**src/rtl/uart_tx.sv**
```systemverilog
// ---------------------------------------------------------------------------
// uart_tx
// Asynchronous serial transmitter. Takes one parallel word per valid/ready
// handshake and serialises it as a frame:
//   start (0), data MSB first, optional parity, stop bit(s) (1).
// Every bit slot lasts BIT = 2*p_BITSLOT_HALF_PERIOD clock cycles. The frame
// format matches the companion receiver built with the same parameters.
//
// Ports
//   i_clk         clock, rising edge
//   i_rst         asynchronous reset, active-high
//   iv_data       word to send, sampled only on accept
//   i_data_valid  source offers iv_data
//   o_ready       transmitter idle and able to accept
//   o_output      serial line, idle high, registered
//   o_busy        frame in progress (complement of o_ready outside reset)
// ---------------------------------------------------------------------------
module uart_tx #(
    parameter int p_BITSLOT_HALF_PERIOD = 1,
    parameter int p_DATA_BITS           = 8,
    parameter int p_STOP_BITS           = 1,
    parameter int p_PARITY              = 1,
    parameter int p_PARITY_ODD          = 1
) (
    input  logic                   i_clk,
    input  logic                   i_rst,
    input  logic [p_DATA_BITS-1:0] iv_data,
    input  logic                   i_data_valid,
    output logic                   o_ready,
    output logic                   o_output,
    output logic                   o_busy
);

    localparam int BIT     = 2 * p_BITSLOT_HALF_PERIOD;
    localparam int DLY_W   = ($clog2(BIT) > 1) ? $clog2(BIT) : 1;
    localparam int REP_MAX = (p_DATA_BITS > p_STOP_BITS) ? p_DATA_BITS : p_STOP_BITS;
    localparam int REP_W   = $clog2(REP_MAX) + 1;

    localparam logic [DLY_W-1:0] DLY_RELOAD    = DLY_W'(BIT - 1);
    localparam logic [REP_W-1:0] REP_DATA_LAST = REP_W'(p_DATA_BITS - 1);
    localparam logic [REP_W-1:0] REP_STOP_LAST = REP_W'(p_STOP_BITS - 1);
    localparam logic             PAR_ODD       = (p_PARITY_ODD != 0) ? 1'b1 : 1'b0;
    localparam bit               HAS_PARITY    = (p_PARITY != 0);

    if (p_BITSLOT_HALF_PERIOD < 1 || p_DATA_BITS < 1 || p_STOP_BITS < 1) begin : g_param_check
        $error("uart_tx: p_BITSLOT_HALF_PERIOD, p_DATA_BITS and p_STOP_BITS must all be >= 1");
    end

    typedef enum logic [2:0] {
        S_IDLE,
        S_START,
        S_DATA,
        S_PARITY,
        S_STOP
    } state_t;

    state_t                 state_q, state_d;
    logic [DLY_W-1:0]       dly_q, dly_d;
    logic [REP_W-1:0]       rep_q, rep_d;
    logic                   out_q, out_d;
    logic                   ready_q, ready_d;
    logic                   busy_q, busy_d;
    logic [p_DATA_BITS-1:0] shift_q, shift_d;
    logic                   par_q, par_d;
    logic [p_DATA_BITS-1:0] shifted;

    always_comb begin
        state_d = state_q;
        dly_d   = dly_q;
        rep_d   = rep_q;
        out_d   = out_q;
        ready_d = ready_q;
        busy_d  = busy_q;
        shift_d = shift_q;
        par_d   = par_q;
        shifted = shift_q << 1;

        if (state_q == S_IDLE) begin
            // ready_q is always high in IDLE, so valid alone means accept.
            // The line drops on this same edge: first low cycle follows accept.
            if (i_data_valid) begin
                state_d = S_START;
                shift_d = iv_data;
                par_d   = (^iv_data) ^ PAR_ODD;
                out_d   = 1'b0;
                ready_d = 1'b0;
                busy_d  = 1'b1;
                dly_d   = DLY_RELOAD;
                rep_d   = '0;
            end
        end else if (dly_q != '0) begin
            dly_d = dly_q - 1'b1;
        end else begin
            // Slot boundary: the next slot's line value is registered here so
            // that every slot is exactly BIT cycles long.
            dly_d = DLY_RELOAD;
            case (state_q)
                S_START: begin
                    state_d = S_DATA;
                    rep_d   = '0;
                    out_d   = shift_q[p_DATA_BITS-1];
                end
                S_DATA: begin
                    if (rep_q == REP_DATA_LAST) begin
                        rep_d = '0;
                        if (HAS_PARITY) begin
                            state_d = S_PARITY;
                            out_d   = par_q;
                        end else begin
                            state_d = S_STOP;
                            out_d   = 1'b1;
                        end
                    end else begin
                        rep_d   = rep_q + 1'b1;
                        shift_d = shifted;
                        out_d   = shifted[p_DATA_BITS-1];
                    end
                end
                S_PARITY: begin
                    state_d = S_STOP;
                    rep_d   = '0;
                    out_d   = 1'b1;
                end
                S_STOP: begin
                    if (rep_q == REP_STOP_LAST) begin
                        state_d = S_IDLE;
                        rep_d   = '0;
                        dly_d   = '0;
                        out_d   = 1'b1;
                        ready_d = 1'b1;
                        busy_d  = 1'b0;
                    end else begin
                        rep_d = rep_q + 1'b1;
                    end
                end
                default: begin
                    state_d = S_IDLE;
                    rep_d   = '0;
                    dly_d   = '0;
                    out_d   = 1'b1;
                    ready_d = 1'b1;
                    busy_d  = 1'b0;
                end
            endcase
        end
    end

    // Control state: reset aborts any frame and returns the line high at once.
    always_ff @(posedge i_clk or posedge i_rst) begin
        if (i_rst) begin
            state_q <= S_IDLE;
            dly_q   <= '0;
            rep_q   <= '0;
            out_q   <= 1'b1;
            ready_q <= 1'b1;
            busy_q  <= 1'b0;
        end else begin
            state_q <= state_d;
            dly_q   <= dly_d;
            rep_q   <= rep_d;
            out_q   <= out_d;
            ready_q <= ready_d;
            busy_q  <= busy_d;
        end
    end

    // Datapath: only meaningful after an accept, so it carries no reset.
    always_ff @(posedge i_clk) begin
        shift_q <= shift_d;
        par_q   <= par_d;
    end

    assign o_output = out_q;
    assign o_ready  = ready_q;
    assign o_busy   = busy_q;

endmodule

```
**config.mk**
```make
export PLATFORM = sky130hd
export DESIGN_NAME = uart_tx
export DESIGN_NICKNAME = d
export VERILOG_FILES = /design/src/rtl/uart_tx.sv
export SDC_FILE = /design/constraint.sdc
export NUM_CORES = 1
export LEC_CHECK = 0
export BUFFER_PORTS_ARGS = -buffer_cell sky130_fd_sc_hd__buf_4
export CORE_ASPECT_RATIO = 2
export CORE_UTILIZATION = 40
export CTS_BUF_LIST = sky130_fd_sc_hd__clkbuf_4
export CTS_CLUSTER_DIAMETER = 40
export DETAILED_ROUTE_END_ITERATION = 10
export PLACE_DENSITY = 0.72
export SLEW_MARGIN = 5
export SYNTH_ARGS = -nofsm -noshare
export SYNTH_HDL_FRONTEND = slang
export SYNTH_SLANG_ARGS = --single-unit
export TNS_END_PERCENT = 1
```
**constraint.sdc**
```tcl
create_clock -name i_clk -period 2.2 [get_ports i_clk]
set_clock_uncertainty 0.15 [all_clocks]
set_input_delay 0.33 -clock i_clk [delete_from_list [all_inputs] [get_ports i_clk]]
set_output_delay 0.33 -clock i_clk [all_outputs]
set_load 0.01 [all_outputs]
```
==> results by group, run 1 <==
Route
  – Final wirelength: about 2300 µm
  – Avg WL per Cell: 14.9 µm
  – Via count: approximately 860
  – Metal3 WL: roughly 50 µm
  – Met2 WL: roughly 1400 µm
  – DR top layer: met4
  – Initial drt markers: 27
  – Routed Antenna Nets: 0
  – Drt first pass iters: 4
  – Drt drc: 0
  – Vias per cell: approximately 5.5
  – Met1 Routed Length: just over 800 µm

Yosys
  – Cell count after synthesis: around 110
  – Synth unique cells: 37
  – Seq/Total Area, Yosys: between 40% and 50%
  – Syn nets: about 120
  – Mapped Area: 0.00113 mm²
  – Post-synth ARST share: 55.0%
  – EDFF count, synth: 9
  – Ys flop type: edfxtp_1
  – Syn. warnings: 0
  – Yosys reg bits: 20
  – Syn_area_per_cell: just over 10 µm²

Critical path
  – Reg2reg setup slack: 0.14 ns
  – CP arrival: around 2.1 ns
  – CP Data Required Time: approximately 2.2 ns
  – Worst setup path class: reg -> reg
  – R2R cell count: 6
  – Slowest Stage Delay on Critical Path: around 0.45 ns
  – Crit start category: flip-flop
  – Critical-path cell list: inv_1 -> ha_1 -> or3b_2 -> nand3_1 -> a21oi_1 -> a211o_1
  – Slowest stage cell, crit path: or3b_2
  – CP max FO: 7
  – Critical Path Start: rep_q[0]
  – R2R Path Start: rep_q[0]
  – Worst setup EP type: flip-flop

GRT
  – Largest net degree at the start of global routing: 13
  – Vias in the first global route: 909
  – First-pass GRT wire length: a little under 4000 µm
  – GRT Total Usage: between 10% and 20%
  – Initial antenna violation count: 0
  – Grt ovf: 0

Power and ir drop
  – Power per cell area: 1350 mW/mm²
  – Peak VDD IR: 629 µV
  – Static leakage: approximately 0.59 nW
  – Switching Fraction: between 30% and 40%
  – Int Pwr: about 1.1 mW
  – Flop pwr share: 41.3%
  – Psw: 695 µW
  – Clock power share: around 11%
  – Logic pwr share: between 40% and 50%

Layout
  – Layout cells sized above 1: 27.3%
  – Layout Nets: 142
  – Diode count: 0
  – Non-filler cells, final: between 150 and 200
  – Area grow syn2layout: 15.4%

Min path
  – WHS Path Cells: 3
  – Beginning of the worst hold path: iv_data[6]
  – Tightest Hold Check Type: in -> reg

STA
  – RSZ-0062 raised after global routing: false
  – Setup tns final: 0 ns
  – Slew Viols, Final: 0
  – Relative slew margins: between 60 and 70%
  – Fin. Hold Viols: 0
  – Final setup vio count: 0
  – Crit path time final: between 2 and 2.5 ns
  – Worst setup margin: roughly 0.14 ns
  – Least-Margin Pin Slew: 0.496 ns
  – FMAX: roughly 480 MHz
  – Post-route clock period utilization: a little over nine tenths

Clocking
  – Max clock buf depth: 2
  – Worst-path clk slew: 0.11 ns
  – Clock Sinks: 20
  – H-tree levels: 1
  – TritonCTS Buffers: 3
  – Clk_lat worst skew: about 0.30 ns
  – # resized after CTS: 0
  – CTS Root Buffer Type: clkbuf_4
  – Post-CTS setup buffer count: 0
  – TritonCTS clock tree: built

Floorplan
  – Placeable Area: around 0.0027 mm²
  – IO Pins: 14
  – FP Rows: 27
  – DIE AREA: between 0.003 and 0.004 mm²
  – Die X: between 30 and 40 µm
  – Initial Utilization: 41.8%
  – Die H: between 70 and 80 µm

Status
  – Outcome: finished, final reports clean

Place
  – DP Cell Count: 152
  – HPWL Detailed: about 1900 µm
  – Worst slack, placed: about 0.15 ns
  – IO Port Bufs: 13
  – Routability cong.: between 0.7 and 0.8

Job
  – Max Cap Viol: 0
## power groups by stage
stage	clock network (mW)	registers (mW)	logic, mW
5_1_grt	0.216	0.750	0.926
3_3_place_gp	0	0.725	0.817
4_1_cts	0.200	0.728	0.845
6_report	0.192	0.727	0.840
2_1_floorplan	0	0.678	0.663
3_5_place_dp	0	0.736	0.841
## repair_timing
item                       in CTS  in global routing
setup endpoints to repair       0                  0
hold endpoints to repair        9                  0
hold buffers                    1                  0
## through the flow
stage	cell area, µm²	utilization (%)	hold slack, ns	power (mW)
6_report	1300	48.2	0.152	1.76
5_1_grt	1300	48.2	0.137	1.89
4_1_cts	1300	48.2	0.139	1.77
3_5_place_dp	1260	46.8	0.212	1.58
3_3_place_gp	1260	46.8	0.204	1.54
2_1_floorplan	1130	-	0.0310	1.34
## critical path, delay by kind of cell, from the launching register on
family / cells / cell delay [ns]
compound gates: 2 / 0.39
fa+ha+maj: 1 / 0.14
buf+inv: 1 / 0.11
flops: 1 / 0.43
simple gates: 2 / 0.74
## kinds of logic after synthesis
group,count (synthesis),synth area share [%]
muxes,1,0.886
AOI/OAI and AO/OA,22,16.9
buffers and inverters,11,5.98
xor gates and xnor gates,8,6.20
adders and majority gates,2,2.21
DFF,20,48.5
and+or+nand+nor,45,19.3
## synthesized netlist by cell type (2+ instances only)
| library cell | instances | area (µm²) |
|---|---|---|
| inv_1 | 6 | 22.5 |
| nor2_1 | 3 | 11.3 |
| a21o_1 | 2 | 15.0 |
| dfstp_2 | 2 | 52.6 |
| nand3_1 | 6 | 30.0 |
| buf_6 | 2 | 22.5 |
| a211o_2 | 2 | 20.0 |
| xnor2_1 | 7 | 61.3 |
| nand2_1 | 27 | 101 |
| edfxtp_1 | 9 | 270 |
| ha_1 | 2 | 25.0 |
| o21ai_0 | 6 | 30.0 |
| buf_4 | 3 | 22.5 |
| dfrtp_1 | 9 | 225 |
## worst paths after layout
path	end
worst max-delay path	rep_q[3]
worst min-delay path	shift_q[6]
worst max register to register	rep_q[3]
worst min register to register	o_ready
max in group asynchronous	o_ready
min in group asynchronous	rep_q[0]
## flip-flops by register name, indices dropped and copies added, names as in the netlist
register,flops
state_q,3
par_q,1
dly_q,1
o_busy,1
o_ready,1
shift_q,8
rep_q,4
o_output,1
## area by class of cell
| class | count | area (µm²) |
|---|---|---|
| well taps | 29 | 36.3 |
| inverters | 6 | 22.5 |
| multi-input cells | 78 | 514 |
| clock buffers | 4 | 30.0 |
| fillers | 268 | 1400 |
| repair buffers | 20 | 153 |
| flip-flops and latches | 20 | 548 |
## placed cells by master (no fill, tap or decap), drive strengths merged, types with 2 or more instances in the layout
| master | count |
|---|---|
| nand2 | 27 |
| buf | 19 |
| a211o | 3 |
| nand3 | 6 |
| ha | 2 |
| a21oi | 2 |
| a21o | 3 |
| o21ai | 7 |
| dfstp | 2 |
| edfxtp | 9 |
| nor2 | 3 |
| clkbuf | 4 |
| inv | 6 |
| dfrtp | 9 |
| xnor2 | 7 |
## layer usage
layer | vias up | global-route usage [%]
met4 | 0 | 7.24
met5 | - | 0
met2 | 17 | 34.6
met3 | 7 | 2.89
met1 | 416 | 17.0
li1 | 418 | -
Note: power is estimated with default switching activity, not from simulation.
==> run 2, diff against run 1 <==
--- a/config.mk
+++ b/config.mk
@@ -11,7 +11,8 @@
 export CTS_BUF_LIST = sky130_fd_sc_hd__clkbuf_4
 export CTS_CLUSTER_DIAMETER = 40
 export DETAILED_ROUTE_END_ITERATION = 10
-export PLACE_DENSITY = 0.72
+export PLACE_DENSITY = 0.7
+export SKIP_LAST_GASP = 1
 export SLEW_MARGIN = 5
 export SYNTH_ARGS = -nofsm -noshare
 export SYNTH_HDL_FRONTEND = slang
==> constraint.sdc (replaced) <==
create_clock -name i_clk -period 2.7 [get_ports i_clk]
set_clock_uncertainty 0.15 [all_clocks]
set_input_delay 0.405 -clock i_clk [delete_from_list [all_inputs] [get_ports i_clk]]
set_output_delay 0.405 -clock i_clk [all_outputs]
set_load 0.01 [all_outputs]
==> results by group, run 2 (synthesized netlist as in run 1, its figures left out) <==
Status
  – Outcome: finished, final reports clean

Route
  – Avg WL per Cell: 14.5 µm (-2.8%)
  – Final wirelength: 2200 µm (-5.9%)
  – Routed Antenna Nets: 0 (unchanged)
  – Via count: 849 (-1.0%)
  – Initial drt markers: 18 (-33%)
  – Vias per cell: 5.59 (+2.2%)
  – Drt first pass iters: 5 (+1)
  – Drt drc: 0 (unchanged)

Floorplan
  – IO Pins: 14 (unchanged)
  – Die H: 77.2 µm (unchanged)
  – DIE AREA: 0.00305 mm² (unchanged)
  – Die X: 39.6 µm (unchanged)
  – Placeable Area: 0.00270 mm² (unchanged)
  – FP Rows: 27 (unchanged)
  – Initial Utilization: 41.8% (unchanged)

Clocking
  – Post-CTS setup buffer count: 0 (unchanged)
  – H-tree levels: 1 (unchanged)
  – # resized after CTS: 0 (unchanged)
  – Worst-path clk slew: 0.11 ns (about the same)
  – CTS hold repair buffers: 1 (unchanged)
  – Max clock buf depth: 2 (unchanged)
  – TritonCTS clock tree: built
  – Clock Sinks: 20 (unchanged)
  – Clk_lat worst skew: 0.29 ns (about the same)
  – TritonCTS Buffers: 3 (unchanged)
  – CTS Root Buffer Type: clkbuf_4

STA
  – Post-route clock period utilization: 76.5% (-17 points)
  – RSZ-0062 raised after global routing: false
  – Least-Margin Pin Slew: 0.521 ns (+0.0253 ns)
  – Final setup vio count: 0 (unchanged)
  – Relative slew margins: 65.1% (-1.6 points)
  – Crit path time final: 2.06 ns (-0.0000780 ns)
  – Slew Viols, Final: 0 (unchanged)
  – Setup tns final: 0 ns (unchanged)
  – FMAX: 484 MHz (about the same)
  – Fin. Hold Viols: 0 (unchanged)

Layout
  – Most common cell after layout, fill and taps aside: nand2_1
  – Layout Nets: 137 (-3.5%)
  – Layout cells sized above 1: 23.6% (-3.8 points)
  – Top flop regs: shift_q (8), rep_q (4), state_q (3)
  – Area grow syn2layout: 11.7%
  – Diode count: 0 (unchanged)
  – Most flops, register: shift_q
  – Max FFs per register: 8 (unchanged)
  – Commonest cells after routing, fill and taps aside: nand2_1 (27), buf_4 (14), dfrtp_1 (9), edfxtp_1 (9), xnor2_1 (7)
  – Utilization after layout: 46.7% (-1.5 points)

Critical path
  – CP Data Required Time: 2.74 ns (+0.50 ns)
  – CP max FO: 7 (unchanged)
  – Worst setup EP type: flip-flop
  – Worst setup path class: reg -> reg
  – Crit start category: flip-flop
  – CP arrival: 2.11 ns (about the same)

Power and ir drop
  – Power per cell area: 1080 mW/mm² (-20%)
  – Static leakage: 0.564 nW (-4.6%)
  – Flop pwr share: 45.5% (+4.2 points)
  – Int Pwr: 809 µW (-24%)
  – Logic pwr share: 44.1% (-3.7 points)
  – Switching Fraction: 40.6% (+1.1 points)
  – Clock power share: 10.4% (-0.5 points)
  – Peak VDD IR: 493 µV (-22%)
  – Psw: 552 µW (-21%)

Place
  – HPWL Detailed: 1730 µm (-8.4%)
  – Routability cong.: 0.791 (+11%)
  – IO Port Bufs: 13 (unchanged)

Job
  – Max Cap Viol: 0 (unchanged)

GRT
  – Grt ovf: 0 (unchanged)
  – Initial antenna violation count: 0 (unchanged)
  – GRT Total Usage: 17.4% (-0.85 points)
  – Vias in the first global route: 892 (-1.9%)
  – First-pass GRT wire length: 3740 µm (-3.6%)
  – Largest net degree at the start of global routing: 14 (+1)

Min path
  – Tightest Hold Check Type: in -> reg
-- run 2: cell count changes in the layout (fill, tap and decap cells not counted) --
cell and delta:
clkbuf_4 -1, clkinv_1 +1, buf_4 -5
-- run 2: path summary, 6_finish.rpt --
check / to / slack [ns] / depth (start not counted) / startpoint
worst max-delay path: rep_q[3] / 0.64 / 6 / rep_q[0]
worst min-delay path: shift_q[7] / 0.23 / 3 / iv_data[7]
worst max register to register: rep_q[3] / 0.64 / 6 / rep_q[0]
worst min register to register: o_ready / 0.32 / 2 / o_ready
max in group asynchronous: o_output / 1.57 / 3 / i_rst
min in group asynchronous: state_q[1] / 0.50 / 3 / i_rst
-- run 2: worst max-delay path, stage by stage, from the launching register on --
cell and delay, ns:
dfrtp_1 0.42, inv_1 0.11, ha_1 0.14, or3b_2 0.45
nand3_1 0.30, a21oi_1 0.11, a211o_1 0.28
-- run 2: final cells by class --
| class | count | area [µm²] |
|---|---|---|
| fill | 261 | 1440 |
| sequential | 20 | 548 |
| multi-input combinational | 78 | 514 |
| timing repair buffer | 15 | 115 |
| tap | 29 | 36.3 |
| clock buffer | 3 | 22.5 |
| inverter | 6 | 22.5 |
| clock inverter | 1 | 3.75 |
-- run 2: routing by layer --
layer	routed length, µm	vias up	part of all wire, %	global-route usage, %
met5	0	-	0	0
met4	80	0	3.6	11.4
met3	61	10	2.8	4.05
met2	1230	25	56	28.7
met1	826	407	38	17.9
li1	-	407	-	-
-- run 2: power groups by stage --
stage	registers (mW)	logic (mW)	clock network, mW
global route	0.636	0.673	0.160
finish	0.619	0.599	0.142
global placement	0.617	0.589	0
detailed placement	0.622	0.603	0
floorplan	0.553	0.540	0
CTS	0.617	0.607	0.147
-- run 2: stage by stage --
step / hold slack [ns] / setup WS, ns / cell area [µm²] / power, mW / cells
2_1_floorplan: 0.106 / 0.537 / 1130 / 1.09 / 109
6_report: 0.229 / 0.635 / 1260 / 1.36 / 152
4_1_cts: 0.222 / 0.648 / 1260 / 1.37 / 152
5_1_grt: 0.222 / 0.510 / 1260 / 1.47 / 152
3_5_place_dp: 0.280 / 0.668 / 1230 / 1.23 / 147
3_3_place_gp: 0.280 / 0.689 / 1230 / 1.21 / 147
==> run 3, diff against run 2 <==
--- a/config.mk
+++ b/config.mk
@@ -5,13 +5,14 @@
 export SDC_FILE = /design/constraint.sdc
 export NUM_CORES = 1
 export LEC_CHECK = 0
+export ABC_AREA = 1
 export BUFFER_PORTS_ARGS = -buffer_cell sky130_fd_sc_hd__buf_4
 export CORE_ASPECT_RATIO = 2
 export CORE_UTILIZATION = 40
 export CTS_BUF_LIST = sky130_fd_sc_hd__clkbuf_4
 export CTS_CLUSTER_DIAMETER = 40
 export DETAILED_ROUTE_END_ITERATION = 10
-export PLACE_DENSITY = 0.7
+export PLACE_DENSITY = 0.69
 export SKIP_LAST_GASP = 1
 export SLEW_MARGIN = 5
 export SYNTH_ARGS = -nofsm -noshare
==> constraint.sdc (replaced) <==
create_clock -name i_clk -period 2.02 [get_ports i_clk]
set_clock_uncertainty 0.15 [all_clocks]
set_input_delay 0.303 -clock i_clk [delete_from_list [all_inputs] [get_ports i_clk]]
set_output_delay 0.303 -clock i_clk [all_outputs]
set_load 0.01 [all_outputs]
==> results by group, run 3 <==
Layout
  – Layout cells sized above 1: 17.4% (-6.2 points)
  – Max FFs per register: 8 (unchanged)
  – Commonest cells after routing, fill and taps aside: nand2_1 (70), inv_1 (14), nand3_1 (14), buf_4 (14)
  – Area grow syn2layout: 12.9%
  – Non-filler cells, final: 207 (+36%)
  – Most flops, register: shift_q
  – Utilization after layout: 48.8% (+2.1 points)
  – Most common cell after layout, fill and taps aside: nand2_1
  – Top flop regs: shift_q (8), rep_q (4), state_q (3)
  – Layout Nets: 192 (+40%)
  – Diode count: 0 (unchanged)

STA
  – Setup tns final: 0 ns (unchanged)
  – FMAX: 571 MHz (+18%)
  – RSZ-0062 raised after global routing: false
  – Least-Margin Pin Slew: 0.447 ns (-0.0741 ns)
  – Crit path time final: 1.75 ns (-0.314 ns)
  – Relative slew margins: 70.2% (+5.1 points)
  – Post-route clock period utilization: 86.7% (+10 points)
  – Final setup vio count: 0 (unchanged)
  – Fin. Hold Viols: 0 (unchanged)
  – Slew Viols, Final: 0 (unchanged)

Clocking
  – Post-CTS setup buffer count: 0 (unchanged)
  – Clk_lat worst skew: 0.30 ns (about the same)
  – CTS Root Buffer Type: clkbuf_4
  – Max clock buf depth: 2 (unchanged)
  – CTS hold repair buffers: 1 (unchanged)
  – Worst-path clk slew: 0.11 ns (about the same)
  – Clock Sinks: 20 (unchanged)
  – TritonCTS Buffers: 3 (unchanged)
  – # resized after CTS: 0 (unchanged)
  – H-tree levels: 1 (unchanged)
  – TritonCTS clock tree: built

Yosys
  – Commonest cells in the synthesized netlist: nand2_1 (70), inv_1 (14), nand3_1 (14)
  – Syn nets: 175 (+43%)
  – Yosys reg bits: 20 (unchanged)
  – EDFF count, synth: 9 (unchanged)
  – Syn_area_per_cell: 7.48 µm² (-28%)
  – Ys flop type: edfxtp_1
  – Cell count after synthesis: 162 (+49%)
  – Synth unique cells: 24 (-35%)
  – Syn. warnings: 0 (unchanged)
  – Dominant cell type by area after synthesis: edfxtp_1
  – Seq/Total Area, Yosys: 45.2% (-3.3 points)
  – Post-synth ARST share: 55.0% (unchanged)
  – Yosys top cell area share: 22.3% (-1.6 points)
  – Count leader, synth: nand2_1
  – Mapped Area: 0.00121 mm² (+7.2%)
  – Area contributors post-synth: edfxtp_1 (22%), nand2_1 (22%), dfrtp_1 (19%)

Power and ir drop
  – Logic pwr share: 48.1% (+4.0 points)
  – Flop pwr share: 41.7% (-3.8 points)
  – Psw: 837 µW (+52%)
  – Switching Fraction: 43.9% (+3.4 points)
  – Power per cell area: 1390 mW/mm² (+29%)
  – Total power: 1.91 mW (+40%)
  – Peak VDD IR: 717 µV (+45%)
  – Clock power share: 10.2% (-0.2 points)
  – Static leakage: 0.721 nW (+28%)
  – Int Pwr: 1.07 mW (+32%)

Critical path
  – CP arrival: 1.62 ns (-0.49 ns)
  – Crit start category: flip-flop
  – R2R cell count: 5 (-1)
  – R2R Path Start: rep_q[0]
  – CP max FO: 8 (+1)
  – Reg2reg setup slack: 0.27 ns (-0.37 ns)
  – Worst setup path class: reg -> reg
  – Worst setup EP type: flip-flop
  – FF-to-FF End: shift_q[5]
  – CP Data Required Time: 1.89 ns (-0.85 ns)

Route
  – Initial drt markers: 15 (-3)
  – Final wirelength: 2440 µm (+11%)
  – Routed Antenna Nets: 0 (unchanged)
  – Drt drc: 0 (unchanged)
  – Vias per cell: 5.09 (-8.9%)
  – Via count: 1053 (+24%)
  – Drt first pass iters: 4 (-1)
  – Avg WL per Cell: 11.8 µm (-19%)

Job
  – Max Cap Viol: 0 (unchanged)

GRT
  – Vias in the first global route: 1064 (+19%)
  – Grt ovf: 0 (unchanged)
  – GRT Total Usage: 18.0% (+0.60 points)
  – Initial antenna violation count: 0 (unchanged)
  – First-pass GRT wire length: 4130 µm (+10%)
  – Largest net degree at the start of global routing: 15 (+1)

Place
  – Routability cong.: 0.771 (-2.5%)
  – DP Cell Count: 202 (+37%)
  – HPWL Detailed: 1960 µm (+13%)
  – IO Port Bufs: 13 (unchanged)

Min path
  – Beginning of the worst hold path: i_data_valid
  – WHS Path Cells: 3 (unchanged)
  – Tightest Hold Check Type: in -> reg
  – Worst Hold End: dly_q

Floorplan
  – Initial Utilization: 43.2% (+1.4 points)
  – Die H: 79.8 µm (+3.4%)
  – Placeable Area: 0.00280 mm² (+3.8%)
  – IO Pins: 14 (unchanged)
  – DIE AREA: 0.00327 mm² (+6.9%)
  – Die X: 40.9 µm (+3.4%)
  – FP Rows: 27 (unchanged)

Status
  – Outcome: finished, final reports clean
run 3: cells by family after synthesis:
group           after synthesis  share of synthesized area [%]
xor+xnor                      4                           2.89
simple gates                108                           39.6
buf+inv                      21                           7.33
fa+ha+maj                     2                           2.07
flops                        20                           45.2
compound gates                7                           2.89
run 3: power groups by stage:
stage	registers (mW)	logic [mW]	clock network [mW]
CTS	0.791	0.930	0.200
global placement	0.794	0.900	0
global route	0.810	1.06	0.217
floorplan	0.786	0.707	0
detailed placement	0.799	0.924	0
finish	0.794	0.917	0.194
run 3: cell type report:
cell class,count,area [µm²]
repair buffers,15,115
well taps,29,36.3
clock inverters,1,3.75
inverters,18,67.6
fillers,292,1440
multi-input cells,121,574
clock buffers,3,22.5
flip-flops and latches,20,548
run 3: per-layer routing:
layer,wire [µm],vias to the layer above,global-route usage [%]
met5,0,-,0
met4,79,0,9.67
met3,42,8,1.67
met2,1360,18,33.0
met1,956,482,17.2
li1,-,545,-
run 3: worst max-delay path, cell delays in order (launching register included):
cell     delay (ns)
dfrtp_1        0.45
ha_1           0.27
nand3_1        0.11
nand2_1        0.14
o21ai_1        0.16
buf_4          0.18
run 3: worst max path at each step:
stage                   from         end
floorplan           rep_q[0]  shift_q[0]
global placement    rep_q[0]  shift_q[2]
detailed placement  rep_q[0]  shift_q[0]
CTS                 rep_q[0]  shift_q[7]
global route        rep_q[0]  shift_q[5]
finish              rep_q[0]  shift_q[5]
run 3: per-stage QoR:
step                      instance area (µm²)  hold WS [ns]  setup slack, ns
after floorplan                          1210       0.00401            0.190
after global placement                   1330         0.183            0.341
after detailed placement                 1330         0.191            0.303
after CTS                                1370         0.121            0.275
after global routing                     1370         0.145            0.151
final                                    1370         0.124            0.269
